`config.mk`:
```
export PLATFORM = sky130hd
export DESIGN_NAME = dat_pts_serializer
export DESIGN_NICKNAME = d
export VERILOG_FILES = /design/src/rtl/dat_phys_pkg.sv /design/src/rtl/sd_crc16.sv /design/src/rtl/dat_pts_serializer.sv
export SDC_FILE = /design/constraint.sdc
export NUM_CORES = 1
export LEC_CHECK = 0
export ABC_CLOCK_PERIOD_IN_PS = 2500
export CAP_MARGIN = 20
export CORE_AREA = 2 2 56 111
export CTS_CLUSTER_SIZE = 14
export DETAILED_ROUTE_END_ITERATION = 10
export DIE_AREA = 0 0 58 113
export PLACE_DENSITY = 0.78
export SYNTH_ARGS = -nofsm -noshare
export SYNTH_HDL_FRONTEND = slang
export SYNTH_SLANG_ARGS = --single-unit
```
`constraint.sdc`:
```
create_clock -name sd_clock -period 2.5 [get_ports sd_clock]
set_input_delay 0.5 -clock sd_clock [delete_from_list [all_inputs] [get_ports sd_clock]]
set_output_delay 0.5 -clock sd_clock [all_outputs]
set_load 0.005 [all_outputs]
```
`src/rtl/dat_phys_pkg.sv`:
```
// Shared definitions for the SD DAT0 physical-layer serializer:
// frame geometry defaults, state encoding and the CRC-16-CCITT step.
package dat_phys_pkg;

    localparam int          DATA_W_DEF = 32;
    localparam int          CRC_W_DEF  = 16;
    localparam int          CNT_W      = 6;
    localparam logic [15:0] CRC16_POLY = 16'h1021;

    typedef enum logic [2:0] {
        ST_IDLE,
        ST_LOADED,
        ST_START,
        ST_DATA,
        ST_CRC,
        ST_STOP,
        ST_DONE
    } state_t;

    // One serial step of x^16+x^12+x^5+1, MSB-first, no reflection.
    function automatic logic [15:0] crc16_step(input logic [15:0] crc, input logic bit_in);
        return {crc[14:0], 1'b0} ^ ((crc[15] ^ bit_in) ? CRC16_POLY : 16'h0000);
    endfunction

endpackage

```
`src/rtl/sd_crc16.sv`:
```
// Serial CRC-16-CCITT accumulator: synchronous clear, advances one bit
// per enabled cycle.
module sd_crc16
    import dat_phys_pkg::*;
(
    input  logic        sd_clock,
    input  logic        reset,
    input  logic        clear,
    input  logic        enable,
    input  logic        bit_in,
    output logic [15:0] crc
);

    logic [15:0] r_crc;

    // NOTE: sequential state uses non-blocking assignments so every register
    // samples pre-edge values regardless of block ordering.
    always_ff @(posedge sd_clock) begin
        if (reset || clear) begin
            r_crc <= 16'h0000;
        end else if (enable) begin
            r_crc <= crc16_step(r_crc, bit_in);
        end
    end

    assign crc = r_crc;

endmodule

```
`src/rtl/dat_pts_serializer.sv`:
```
// DAT0 parallel-to-serial framer: start bit, DATA_W payload bits MSB first,
// CRC-16 MSB first, stop bit. All pad-facing outputs are registered.
module dat_pts_serializer
    import dat_phys_pkg::*;
#(
    parameter int DATA_W = DATA_W_DEF,
    parameter int CRC_W  = CRC_W_DEF
) (
    input  logic              sd_clock,
    input  logic              reset,
    input  logic              enable_pts,
    input  logic              load_send,
    input  logic [DATA_W-1:0] data_in,
    output logic              dat_out,
    output logic              dat_oe,
    output logic              transmission_complete,
    output logic              busy
);

    localparam logic [CNT_W-1:0] DATA_LAST = CNT_W'(DATA_W - 1);
    localparam logic [CNT_W-1:0] CRC_LAST  = CNT_W'(CRC_W - 1);
    localparam logic [CNT_W-1:0] CNT_ONE   = CNT_W'(1);

    state_t             r_state;
    state_t             w_state_next;
    logic [DATA_W-1:0]  r_shift;
    logic [CNT_W-1:0]   r_cnt;
    logic [CNT_W-1:0]   w_cnt_next;
    logic [15:0]        w_crc;
    logic [15:0]        w_crc_sh;
    logic               w_load;
    logic               w_crc_en;
    logic               w_dat_out_next;
    logic               w_drive_next;
    logic               r_dat_out;
    logic               r_dat_oe;
    logic               r_tc;
    logic               r_busy;

    assign w_load   = (r_state == ST_IDLE) && enable_pts;
    // The CRC consumes exactly the bit being launched onto the line, so it
    // is final by the time the first CRC bit must be registered.
    assign w_crc_en = (w_state_next == ST_DATA);

    sd_crc16 u_crc (
        .sd_clock (sd_clock),
        .reset    (reset),
        .clear    (w_load),
        .enable   (w_crc_en),
        .bit_in   (r_shift[DATA_W-1]),
        .crc      (w_crc)
    );

    // NOTE: every combinational output is assigned a default first, so no
    // path through the block can infer a latch.
    always_comb begin
        w_state_next = r_state;
        if (r_state != ST_IDLE && !enable_pts) begin
            w_state_next = ST_IDLE;
        end else begin
            unique case (r_state)
                ST_IDLE:   w_state_next = ST_LOADED;
                ST_LOADED: if (load_send) w_state_next = ST_START;
                ST_START:  w_state_next = ST_DATA;
                ST_DATA:   if (r_cnt == DATA_LAST) w_state_next = ST_CRC;
                ST_CRC:    if (r_cnt == CRC_LAST) w_state_next = ST_STOP;
                ST_STOP:   w_state_next = ST_DONE;
                ST_DONE:   w_state_next = ST_DONE;
                default:   w_state_next = ST_IDLE;
            endcase
            if (r_state == ST_IDLE && !enable_pts) w_state_next = ST_IDLE;
        end
    end

    always_comb begin
        w_cnt_next = '0;
        if (w_state_next == r_state) begin
            if ((r_state == ST_DATA && r_cnt != DATA_LAST) ||
                (r_state == ST_CRC  && r_cnt != CRC_LAST)) begin
                w_cnt_next = r_cnt + CNT_ONE;
            end else begin
                w_cnt_next = r_cnt;
            end
        end
    end

    // The CRC register holds still; the next counter value selects the bit.
    assign w_crc_sh = w_crc << w_cnt_next;

    always_comb begin
        w_dat_out_next = 1'b1;
        w_drive_next   = 1'b0;
        unique case (w_state_next)
            ST_START: begin w_dat_out_next = 1'b0;              w_drive_next = 1'b1; end
            ST_DATA:  begin w_dat_out_next = r_shift[DATA_W-1]; w_drive_next = 1'b1; end
            ST_CRC:   begin w_dat_out_next = w_crc_sh[15];      w_drive_next = 1'b1; end
            ST_STOP:  begin w_dat_out_next = 1'b1;              w_drive_next = 1'b1; end
            default:  begin w_dat_out_next = 1'b1;              w_drive_next = 1'b0; end
        endcase
    end

    always_ff @(posedge sd_clock) begin
        if (reset) begin
            r_state   <= ST_IDLE;
            r_cnt     <= '0;
            r_shift   <= '0;
            r_dat_out <= 1'b1;
            r_dat_oe  <= 1'b0;
            r_tc      <= 1'b0;
            r_busy    <= 1'b0;
        end else begin
            r_state   <= w_state_next;
            r_cnt     <= w_cnt_next;
            r_dat_out <= w_dat_out_next;
            r_dat_oe  <= w_drive_next;
            r_busy    <= w_drive_next;
            r_tc      <= (w_state_next == ST_DONE);
            if (w_load) begin
                r_shift <= data_in;
            end else if (w_state_next == ST_DATA) begin
                r_shift <= {r_shift[DATA_W-2:0], 1'b0};
            end
        end
    end

    assign dat_out               = r_dat_out;
    assign dat_oe                = r_dat_oe;
    assign transmission_complete = r_tc;
    assign busy                  = r_busy;

endmodule

```
==> load_flow_metrics.sql <==
INSERT INTO impl_metrics (metric_group, metric, value, unit) VALUES
('synth', 'yosysWarningCount', '0', ''),
('critical_path', 'worstSetupEndpointType', 'flop', ''),
('floorplanning', 'num_rows', '39', ''),
('timing', 'timing.final.crit_period', '2.358', 'ns'),
('power_and_ir_drop', 'power.leakage', '1.385', 'nW'),
('global_routing', 'first_global_vias', '2991', ''),
('job', 'maxCapViolations', '0', ''),
('timing', 'hold_viol_final', '0', ''),
('critical_path', 'worst-r2r-cell-count', '8', ''),
('floorplanning', 'die_height', '113', 'um'),
('synth', 'postSynthRegisterBits', '60', ''),
('outcome', 'status', 'completed', ''),
('detailed_routing', 'antenna_left', '0', ''),
('detailed_routing', 'top_layer', 'met4', ''),
('detailed_routing', 'avgViaCountPerCell', '6.026', ''),
('floorplanning', 'die_x_extent', '58', 'um'),
('floorplanning', 'io_pins', '40', ''),
('placement', 'count_of_input_and_output_buffers', '39', ''),
('timing', 'timing.max_slew.rel_slack', '61.25', '%'),
('clock_network', 'cts.sink_count', '60', ''),
('clock_network', 'clock_tree.root_cell', 'sky130_fd_sc_hd__clkbuf_16', ''),
('power_and_ir_drop', 'report.power.total', '2.761', 'mW'),
('synth', 'post_synth_instance_area', '3080', 'um2'),
('synth', 'synth_top_cell_area_share', '38.99', '%'),
('synth', 'netlist_top_cells_area', 'sky130_fd_sc_hd__dfxtp_1, sky130_fd_sc_hd__nand2_1, sky130_fd_sc_hd__a311oi_1', ''),
('global_routing', 'antenna_found_initial', '0', ''),
('finish', 'nFillCells', '456', ''),
('synth', 'synth_top_cell_by_area', 'sky130_fd_sc_hd__dfxtp_1', ''),
('synth', 'synth_edf_count', '0', ''),
('synth', 'synthesis.nets', '430', ''),
('timing', 'top_achievable_clock_speed', '0.4241', 'GHz'),
('min_path', 'timing.hold.worst_path_depth', '2', ''),
('detailed_routing', 'drt_pre_antenna_iters', '4', ''),
('detailed_routing', 'detailed_route_drc_error_count', '0', ''),
('placement', 'gp_routability_congestion', '0.8588', ''),
('finish', 'areaGrowthSynthToFinish', '29.00', '%'),
('power_and_ir_drop', 'ir_drop', '628.7', 'uV'),
('critical_path', 'max_fo_critical_path', '5', ''),
('synth', 'synthDistinctLibCells', '53', ''),
('detailed_routing', 'dr_wl_met3', '238', 'um'),
('synth', 'synth_cells', '393', ''),
('synth', 'synth.cells.most_frequent', 'sky130_fd_sc_hd__nand2_1, sky130_fd_sc_hd__dfxtp_1, sky130_fd_sc_hd__nor2_1', ''),
('floorplanning', 'dieArea', '6554', 'um2'),
('floorplanning', 'fp.coreArea', '5660', 'um2'),
('critical_path', 'crit_path_start_kind', 'flop', ''),
('finish', 'stdcell_area', '3974', 'um2'),
('detailed_routing', 'wl_met2', '4302', 'um'),
('timing', 'report.final.slew_viol_count', '0', ''),
('power_and_ir_drop', 'pwr_density_cell', '694.9', 'nW/um2'),
('timing', 'layout_worst_path_cycle_share', '94.32', '%'),
('synth', 'yosys_most_used_dff', 'sky130_fd_sc_hd__dfxtp_1', ''),
('finish', 'nets', '468', ''),
('placement', 'post-dp-hpwl', '5101', 'um'),
('critical_path', 'timing.critical_path.required', '2.69', 'ns'),
('detailed_routing', 'via_count', '2995', ''),
('finish', 'antenna_cells_inserted', '0', ''),
('min_path', 'worst_hold_path_type', 'flop to flop', ''),
('clock_network', 'clock_tree.buffer_depth', '2', ''),
('detailed_routing', 'drt-total-wl', '7821', 'um'),
('clock_network', 'clock_latency', '0.33', 'ns'),
('critical_path', 'path_class', 'flop to flop', ''),
('synth', 'syn-mean-instance-area', '7.838', 'um2'),
('timing', 'skew', '0.005185', 'ns'),
('clock_network', 'cts_tree', 'done', ''),
('floorplanning', 'start_util', '54.42', '%'),
('placement', 'dp.cells', '481', ''),
('detailed_routing', 'wl_met1', '3015', 'um'),
('synth', 'asyncSetResetFlopFracSynth', '0', '%'),
('global_routing', 'pin_count_of_the_biggest_net_entering_global_routing', '64', ''),
('detailed_routing', 'wl_per_cell', '15.74', 'um'),
('finish', 'final_layout_size_suffix_gt1_share', '13.07', '%');
-- path summary, 6_finish.rpt --
| kind | endpoint | from | slack (ns) |
|---|---|---|---|
| hold reg to reg | u_crc.crc[8] | u_crc.crc[7] | 0.47 |
| hold / removal | u_crc.crc[8] | u_crc.crc[7] | 0.47 |
| setup / recovery | dat_out | r_cnt[0] | 0.14 |
| setup reg to reg | dat_out | r_cnt[0] | 0.14 |
-- routing by layer --
metal | up-vias | global-route usage (%)
li1 | 1464 | -
met1 | 1432 | 27.25
met2 | 79 | 45.00
met3 | 20 | 5.371
met4 | 0 | 13.49
met5 | - | 0
-- state kept, by name (all words and copies together) (netlist names) --
signal	flops
busy	1
dat_out	1
r_cnt	6
r_shift	32
r_state	3
transmission_complete	1
u_crc.crc	16
-- through the flow --
stage	utilization [%]	setup WS, ns	hold WS (ns)	TNS [ns]
final	70.20	0.1421	0.4676	0
after CTS	69.61	0.1113	0.4726	0
after floorplan	-	0.3202	0.4412	0
after global placement	63.40	0.04271	0.4526	0
after global routing	70.20	-0.03050	0.4884	-0.03050
after detailed placement	63.40	-0.003677	0.4653	-0.003677
-- critical path, cell delays in order, from the launching register on --
cell and delay (ns):
sky130_fd_sc_hd__dfxtp_1 0.37, sky130_fd_sc_hd__ha_4 0.18, sky130_fd_sc_hd__nand4b_1 0.25, sky130_fd_sc_hd__o21ai_2 0.32, sky130_fd_sc_hd__a21oi_1 0.14, sky130_fd_sc_hd__or2_1 0.28, sky130_fd_sc_hd__a2111o_1 0.41, sky130_fd_sc_hd__o211ai_1 0.18
sky130_fd_sc_hd__o211ai_1 0.11
-- placed cells by master (no fill, tap or decap), drive strengths merged, types with 4 or more instances in the layout --
cell / netlist / final
nor2: 45 / 45
nand2: 101 / 101
dfxtp: 60 / 60
buf: 16 / 19
clkbuf: 15 / 12
o21ai: 15 / 15
inv: 5 / 5
a21oi: 25 / 25
a211oi: 4 / 4
nand2b: 5 / 5
nor2b: 5 / 5
clkdlybuf4s50: 0 / 39
xnor2: 6 / 6
nor3: 5 / 5
a311oi: 31 / 31
o211ai: 5 / 5
nand3: 5 / 5
-- cells by family (layout without fill, tap and decap cells) --
logic type	Yosys count	count (layout)	synth area share (%)
AND/OR/NAND/NOR	189	189	27.74
AO/OA/AOI/OAI	99	99	25.18
flip-flops	60	60	38.99
buffers and inverters	36	79	5.402
XOR/XNOR	8	8	2.275
adder cells (fa/ha/maj)	1	1	0.4061
-- power by group --
| part | internal [mW] | total (mW) | switching (mW) |
|---|---|---|---|
| Clock | 1.03 | 1.45 | 0.422 |
| Combinational | 0.130 | 0.273 | 0.142 |
| Sequential | 1.01 | 1.04 | 0.0326 |
-- layout make-up --
type	instances	area (um2)	area share, %
inverters	5	18.77	0.4723
flip-flops and latches	60	1202	30.26
multi-input cells	297	1754	44.14
well taps	61	76.32	1.921
clock inverters	4	95.09	2.393
repair buffers	58	570.5	14.36
clock buffers	12	256.5	6.455
-- timing repair --
item,CTS,global route
hold buffers,0,0
setup endpoints to repair,0,6
resized for setup,0,7
(Power assumes the default switching activity.)
